<file path="src/rtl/regex_stream_ctx_if.sv">
// -----------------------------------------------------------------------------
// regex_stream_ctx_if
//   Bundle between a packet source/regex matcher and the per-stream context
//   manager.
//
//   Packet side : load_state, stream_id, new_stream_id, enable, eop, clear_all
//   Matcher side: m_state_in, m_state_in_vld (to matcher),
//                 m_state_out, m_accept (from matcher)
//   Status      : count, fired, busy, proto_err
//
//   modport master : packet source + matcher (drives packet/matcher inputs)
//   modport slave  : context manager (regex_stream_ctx)
// -----------------------------------------------------------------------------
interface regex_stream_ctx_if #(
    parameter int SID_W   = 6,
    parameter int STATE_W = 11,
    parameter int CNT_W   = 16
);
    logic               load_state;
    logic [SID_W-1:0]   stream_id;
    logic               new_stream_id;
    logic               enable;
    logic               eop;
    logic               clear_all;

    logic [STATE_W-1:0] m_state_in;
    logic               m_state_in_vld;
    logic [STATE_W-1:0] m_state_out;
    logic               m_accept;

    logic [CNT_W-1:0]   count;
    logic               fired;
    logic               busy;
    logic               proto_err;

    modport master (
        output load_state, stream_id, new_stream_id, enable, eop, clear_all,
        output m_state_out, m_accept,
        input  m_state_in, m_state_in_vld, count, fired, busy, proto_err
    );

    modport slave (
        input  load_state, stream_id, new_stream_id, enable, eop, clear_all,
        input  m_state_out, m_accept,
        output m_state_in, m_state_in_vld, count, fired, busy, proto_err
    );
endinterface

</file>
<file path="src/rtl/regex_stream_ctx.sv">
// -----------------------------------------------------------------------------
// regex_stream_ctx
//   Saves and restores the regex matcher state per stream across packets and
//   accumulates a saturating match count over enabled packets.
//
//   Ports:
//     clk    : clock
//     rst_n  : synchronous active-low reset
//     bus    : regex_stream_ctx_if.slave (packet control, matcher state
//              load/save, status outputs)
//
//   Context words live in an array with a registered, enabled read (RAM
//   friendly); valid bits are flops so clear_all takes effect in one cycle.
// -----------------------------------------------------------------------------
module regex_stream_ctx #(
    parameter int NUM_STREAMS = 64,
    parameter int SID_W       = 6,
    parameter int STATE_W     = 11,
    parameter int CNT_W       = 16,
    parameter int COUNT_MODE  = 0
) (
    input  logic               clk,
    input  logic               rst_n,
    regex_stream_ctx_if.slave  bus
);
    typedef enum logic {
        IDLE   = 1'b0,
        ACTIVE = 1'b1
    } state_t;

    // Source of the word presented on m_state_in after a load.
    localparam logic [1:0] SEL_ZERO = 2'd0;
    localparam logic [1:0] SEL_MEM  = 2'd1;
    localparam logic [1:0] SEL_FWD  = 2'd2;

    localparam logic [CNT_W-1:0] CNT_MAX = {CNT_W{1'b1}};

    state_t               state_q;
    logic [SID_W-1:0]     sid_q;
    logic                 en_q;
    logic [CNT_W-1:0]     spec_cnt_q;
    logic [CNT_W-1:0]     count_q;
    logic                 fired_q;
    logic                 proto_err_q;
    logic                 vld_q;
    logic [1:0]           ld_sel_q;
    logic [NUM_STREAMS-1:0] valid_q;

    logic [STATE_W-1:0]   ctx_mem [NUM_STREAMS];
    logic [STATE_W-1:0]   rd_data_q;
    logic [STATE_W-1:0]   fwd_data_q;

    logic                 active;
    logic                 accept_now;
    logic                 eop_wr;
    logic                 fwd_hit;
    logic [CNT_W-1:0]     spec_cnt_d;
    logic [CNT_W:0]       count_sum;
    logic [CNT_W-1:0]     count_d;
    logic [1:0]           ld_sel_d;

    always_comb begin
        active     = (state_q == ACTIVE);
        accept_now = active && bus.m_accept;
        // Gate with rst_n so a reset landing on an eop leaves memory untouched.
        eop_wr     = active && bus.eop && en_q && rst_n;

        // Speculative per-packet count including an accept in this cycle, so
        // an accept coincident with eop still lands in the packet total.
        spec_cnt_d = spec_cnt_q;
        if (accept_now) begin
            if (COUNT_MODE == 0) begin
                spec_cnt_d = CNT_W'(1);
            end else if (spec_cnt_q != CNT_MAX) begin
                spec_cnt_d = spec_cnt_q + CNT_W'(1);
            end
        end

        count_sum = {1'b0, count_q} + {1'b0, spec_cnt_d};
        count_d   = count_sum[CNT_W] ? CNT_MAX : count_sum[CNT_W-1:0];

        // Same-cycle eop+load on one stream: RAM read would return the old
        // word, so forward the word being written instead. Previous-cycle
        // writes are already visible in the array.
        fwd_hit = eop_wr && (bus.stream_id == sid_q);
        if (bus.new_stream_id) begin
            ld_sel_d = SEL_ZERO;
        end else if (fwd_hit) begin
            ld_sel_d = bus.clear_all ? SEL_ZERO : SEL_FWD;
        end else if (valid_q[bus.stream_id]) begin
            ld_sel_d = SEL_MEM;
        end else begin
            ld_sel_d = SEL_ZERO;
        end
    end

    // Context storage: no reset, invalid words are masked by valid_q.
    always_ff @(posedge clk) begin
        if (eop_wr) begin
            ctx_mem[sid_q] <= bus.m_state_out;
        end
        if (bus.load_state) begin
            rd_data_q  <= ctx_mem[bus.stream_id];
            fwd_data_q <= bus.m_state_out;
        end
    end

    // Packet FSM and all control/status registers.
    always_ff @(posedge clk) begin
        if (!rst_n) begin
            state_q     <= IDLE;
            sid_q       <= '0;
            en_q        <= 1'b0;
            spec_cnt_q  <= '0;
            count_q     <= '0;
            fired_q     <= 1'b0;
            proto_err_q <= 1'b0;
            vld_q       <= 1'b0;
            ld_sel_q    <= SEL_ZERO;
            valid_q     <= '0;
        end else begin
            vld_q <= 1'b0;

            // Clear beats a concurrent eop write for the valid bits.
            if (bus.clear_all) begin
                valid_q <= '0;
            end else if (eop_wr) begin
                valid_q[sid_q] <= 1'b1;
            end

            if (accept_now) begin
                spec_cnt_q <= spec_cnt_d;
                fired_q    <= 1'b1;
            end

            unique case (state_q)
                IDLE: begin
                    if (bus.eop) begin
                        proto_err_q <= 1'b1;
                    end
                end
                ACTIVE: begin
                    if (bus.eop) begin
                        if (en_q) begin
                            count_q <= count_d;
                        end else begin
                            fired_q <= 1'b0;
                        end
                        state_q <= IDLE;
                    end else if (bus.load_state) begin
                        // Restart without eop: old packet dropped unsaved.
                        proto_err_q <= 1'b1;
                    end
                end
                default: state_q <= IDLE;
            endcase

            // Packet start is handled last so it overrides the eop return to
            // IDLE and the per-packet bookkeeping above.
            if (bus.load_state) begin
                state_q    <= ACTIVE;
                sid_q      <= bus.stream_id;
                en_q       <= bus.enable;
                spec_cnt_q <= '0;
                fired_q    <= 1'b0;
                vld_q      <= 1'b1;
                ld_sel_q   <= ld_sel_d;
            end
        end
    end

    always_comb begin
        unique case (ld_sel_q)
            SEL_MEM: bus.m_state_in = rd_data_q;
            SEL_FWD: bus.m_state_in = fwd_data_q;
            default: bus.m_state_in = '0;
        endcase
    end

    assign bus.m_state_in_vld = vld_q;
    assign bus.count          = count_q;
    assign bus.fired          = fired_q;
    assign bus.busy           = (state_q == ACTIVE);
    assign bus.proto_err      = proto_err_q;

endmodule

</file>
<file path="src/flat_wrapper.sv">
// flat-port wrapper written by rule: the top's interface ports become plain ports
module regex_stream_ctx_flat 
#(
    parameter int NUM_STREAMS = 64,
    parameter int SID_W       = 6,
    parameter int STATE_W     = 11,
    parameter int CNT_W       = 16,
    parameter int COUNT_MODE  = 0
)
  (clk, rst_n, bus_load_state, bus_stream_id, bus_new_stream_id, bus_enable, bus_eop, bus_clear_all, bus_m_state_out, bus_m_accept, bus_m_state_in, bus_m_state_in_vld, bus_count, bus_fired, bus_busy, bus_proto_err);
  regex_stream_ctx_if #(.SID_W(SID_W), .STATE_W(STATE_W), .CNT_W(CNT_W)) bus_i ();
  input  logic clk;
  input  logic rst_n;
  input wire logic [$bits(bus_i.load_state)-1:0] bus_load_state;
  input wire logic [$bits(bus_i.stream_id)-1:0] bus_stream_id;
  input wire logic [$bits(bus_i.new_stream_id)-1:0] bus_new_stream_id;
  input wire logic [$bits(bus_i.enable)-1:0] bus_enable;
  input wire logic [$bits(bus_i.eop)-1:0] bus_eop;
  input wire logic [$bits(bus_i.clear_all)-1:0] bus_clear_all;
  input wire logic [$bits(bus_i.m_state_out)-1:0] bus_m_state_out;
  input wire logic [$bits(bus_i.m_accept)-1:0] bus_m_accept;
  output wire logic [$bits(bus_i.m_state_in)-1:0] bus_m_state_in;
  output wire logic [$bits(bus_i.m_state_in_vld)-1:0] bus_m_state_in_vld;
  output wire logic [$bits(bus_i.count)-1:0] bus_count;
  output wire logic [$bits(bus_i.fired)-1:0] bus_fired;
  output wire logic [$bits(bus_i.busy)-1:0] bus_busy;
  output wire logic [$bits(bus_i.proto_err)-1:0] bus_proto_err;
  assign bus_i.load_state = bus_load_state;
  assign bus_i.stream_id = bus_stream_id;
  assign bus_i.new_stream_id = bus_new_stream_id;
  assign bus_i.enable = bus_enable;
  assign bus_i.eop = bus_eop;
  assign bus_i.clear_all = bus_clear_all;
  assign bus_i.m_state_out = bus_m_state_out;
  assign bus_i.m_accept = bus_m_accept;
  assign bus_m_state_in = bus_i.m_state_in;
  assign bus_m_state_in_vld = bus_i.m_state_in_vld;
  assign bus_count = bus_i.count;
  assign bus_fired = bus_i.fired;
  assign bus_busy = bus_i.busy;
  assign bus_proto_err = bus_i.proto_err;
  regex_stream_ctx #(.NUM_STREAMS(NUM_STREAMS), .SID_W(SID_W), .STATE_W(STATE_W), .CNT_W(CNT_W), .COUNT_MODE(COUNT_MODE)) u_core (.clk(clk), .rst_n(rst_n), .bus(bus_i));
endmodule
</file>
<file path="config.mk">
export PLATFORM = sky130hd
export DESIGN_NAME = regex_stream_ctx_flat
export DESIGN_NICKNAME = d
export VERILOG_FILES = /design/src/rtl/regex_stream_ctx_if.sv /design/src/rtl/regex_stream_ctx.sv /design/src/flat_wrapper.sv
export SDC_FILE = /design/constraint.sdc
export NUM_CORES = 1
export LEC_CHECK = 0
export ABC_CLOCK_PERIOD_IN_PS = 3470
export CAP_MARGIN = 10
export CORE_MARGIN = 2
export CORE_UTILIZATION = 42
export CTS_BUF_LIST = sky130_fd_sc_hd__clkbuf_16
export DETAILED_ROUTE_END_ITERATION = 6
export GPL_TIMING_DRIVEN = 1
export PLACE_DENSITY = 0.68
export SLEW_MARGIN = 20
export SYNTH_ARGS = -nofsm -noshare
export SYNTH_HDL_FRONTEND = slang
export SYNTH_SLANG_ARGS = --single-unit
</file>
<file path="constraint.sdc">
create_clock -name clk -period 3.47 [get_ports clk]
set_input_delay 1.041 -clock clk [delete_from_list [all_inputs] [get_ports clk]]
set_output_delay 1.041 -clock clk [all_outputs]
set_load 0.02 [all_outputs]
</file>
==> results.toml <==
[timing]
slew_viol_final = 0
fin_crit_sh_pct = 91.6
worst_pin_slew_ns = 1.06
setup_viol = 0
whs_ns = 0.458
fin_skew_ns = 0.0344
layout_min_cycle_time_ns = 3.18
fmaxAchievable_mhz = 315
max_slew_margin_pct = 29.6
tns_ns = 0
rsz0062_at_grt = "no"
postLayoutSetupSlackWorst_ns = 0.291
hold_violations = 0

[die]
core_sq_mm = 0.0761
num_rows = 101
die-area_sq_mm = 0.0793
die-width_um = 282
die_y_um = 282
start_util_pct = 42.6
top_level_ports = 56

[yosys]
ys_seq_area_share_pct = 74.1
synth-edff-count = 726
yosys.area.top_type = "edfxtp_1"
synth-main-ff-cell = "edfxtp_1"
async_flop_share_pct = 0
ys_seq_elements = 835
syn_inst = 1585
synth.cell_area_sq_mm = 0.0324
synth_area_per_cell_sq_um = 20.4
synth_most_common_cell = "edfxtp_1"
synth_nets = 1629
synth_top_area_share_pct = 67.3
yosys-top-cells-count = "726 x edfxtp_1, 241 x mux4_2, 109 x dfxtp_1"
yosysWarnings = 0
synth.distinct_cells = 40
synthTopCellsByArea = "edfxtp_1 67%, mux4_2 17%, dfxtp_1 6.7%"

[global_route]
antenna_found_initial = 1
grt_pass1_wl_mm = 112
groute.usage.overall_pct = 19.5
grt_max_degree = 66
grt_pass1_vias = 16829
overflow = 0

[clock_tree]
cts-resized-gates = 4
clk_latency_ns = 0.65
cts_tree = "yes"
clock_sinks = 835
clk_path_buf_depth = 3
postCtsSetupBuffers = 0
htreeDepth = 3
cts_root_buf = "clkbuf_16"
cts_buffers = 88
cts_hold_buf = 0
path_clk_slew_ns = 0.06

[power_and_ir_drop]
leakage_nw = 12.8
ir_worst_vdd_uv = 337
p_per_area_mw_per_mm2 = 554

[worst_setup_path]
worstSetupEndpointType = "output port"
path_class = "reg2out"
r2r_start = "u_core.bus.busy"
regToRegEndpoint = "u_core.bus.count[15]"
r2r_setup_slack_ns = 0.79
critical_path_depth = 4
crit_family = "buffers and inverters"
crit_arrival_ns = 2.14
slowest_delay_ns = 0.38
cp-start-kind = "register"
crit_path_cell_trace = "ha_2 > a22oi_1 > nor2_1 > dlygate4sd2_1"
critPathSlowestCell = "dlygate4sd2_1"
cp_num_buf_inv = 1
required_ns = 2.43
r2r_cells = 11
crit_path_max_fanout = 11

[cells_and_area]
final_layout_size_suffix_gt1_share_pct = 30.1
num-nets-final = 1853
layout.core_utilization_pct = 50.4
area_delta_synth_final_pct = 18.4

[min_path]
hold_path_class = "reg2reg"
min_to = "u_core.valid_q[61]"
min_from = "u_core.valid_q[61]"
worstHoldPathCells = 1

[placed_design]
dp_slack_ns = -0.272
hpwlAfterDp_mm = 47.2
port_buffers = 55
gp_congestion = 0.852

[drt]
vias_per_cell = 5.63
drcViolationCount = 0
ant_nets = 0
wl_per_cell_um = 25.9
drtPass1Iterations = 7
drt_iter0_drc = 1921
totalWireLength_mm = 75.4
num_vias = 16411

[flow_run]
cap_violations = 0

[status]
status = "finished, final reports clean"
-- sequential cells by signal, indices dropped and copies added, names as in the netlist --
name	count
u_core.bus.m_state_in_vld	1
u_core.ctx_mem	704
u_core.bus.count	16
u_core.bus.proto_err	1
u_core.sid_q	6
u_core.fwd_data_q	11
u_core.en_q	1
u_core.bus.busy	1
u_core.bus.fired	1
u_core.ld_sel_q	2
u_core.valid_q	64
u_core.spec_cnt_q	16
u_core.rd_data_q	11
-- cell families (layout without fill, tap and decap cells) --
group	count (synthesis)	count (layout)	synth area share (%)
adders and majority gates	19	19	0.757
buffers and inverters	95	394	1.22
and+or+nand+nor	191	191	2.79
DFF	835	835	74.1
other	0	1	0
muxes	249	249	17.0
AOI/OAI and AO/OA	178	178	3.66
xor gates and xnor gates	18	18	0.487
-- how the worst max path moves through the flow --
stage	startpoint	endpoint	slack (ns)
after global placement	bus_m_accept	u_core.bus.count[13]	-0.20
after CTS	u_core.ld_sel_q[1]	bus_m_state_in[0]	0.0009
after floorplan	bus_m_accept	u_core.bus.count[10]	0.11
final	u_core.ld_sel_q[0]	bus_m_state_in[3]	0.29
after detailed placement	bus_m_accept	u_core.bus.count[0]	-0.27
after global routing	u_core.ld_sel_q[1]	bus_m_state_in[6]	0.18
-- metrics by stage --
step	std cells	total power, mW	area, sq um
final	2915	21.2	38300
after global routing	2915	21.9	38300
after CTS	2914	21.4	38300
after detailed placement	2749	12.2	35400
after global placement	2749	12.1	35400
after floorplan	1585	11.7	32400
-- cells in the final DEF (no fill, tap or decap), types with 3 or more instances in the layout --
cell             instances
inv_6                    3
a211oi_1                 8
clkdlybuf4s50_1         27
bufinv_16                7
a21oi_1                 29
inv_1                   25
xnor2_1                  9
mux4_2                 241
clkinv_1                11
nor2b_1                  9
clkinvlp_4               8
o22ai_1                 20
nand2b_1                 4
nor2_1                  98
nand3b_1                 3
dlymetal6s2s_1           9
buf_12                  29
dfxtp_1                109
clkinv_2                16
inv_2                    3
xor2_1                   9
mux2i_1                  8
clkbuf_16               93
o21a_1                  68
o211ai_1                 7
buf_2                   14
ha_1                    16
buf_4                  140
nand3_1                  9
edfxtp_1               726
nand4_1                  4
nand2_1                 17
a21o_1                   7
nor3_1                   3
and2_1                  18
and3_1                  20
a22oi_1                 11
o21ai_0                 22
-- power by group --
group          switching, mW  internal, mW
clock                   3.90          5.40
combinational          0.549         0.424
sequential            0.0266          10.9
-- metal layers --
layer	GRT usage [%]	share of wire, %	up-vias
li1	-	-	7013
met1	27.5	42	8663
met2	30.8	48	625
met3	3.48	6.9	110
met4	6.81	2.7	0
met5	0	0	-
-- layout make-up --
class	instances	area, sq um
timing repair buffer	223	2130
clock buffer	93	2330
multi-input combinational	655	8010
inverter	6	22.5
sequential	835	24000
clock inverter	72	577
fill	6014	37700
tap	1030	1290
antenna	1	2.50
No activity file was read; power rests on OpenSTA's default activity.
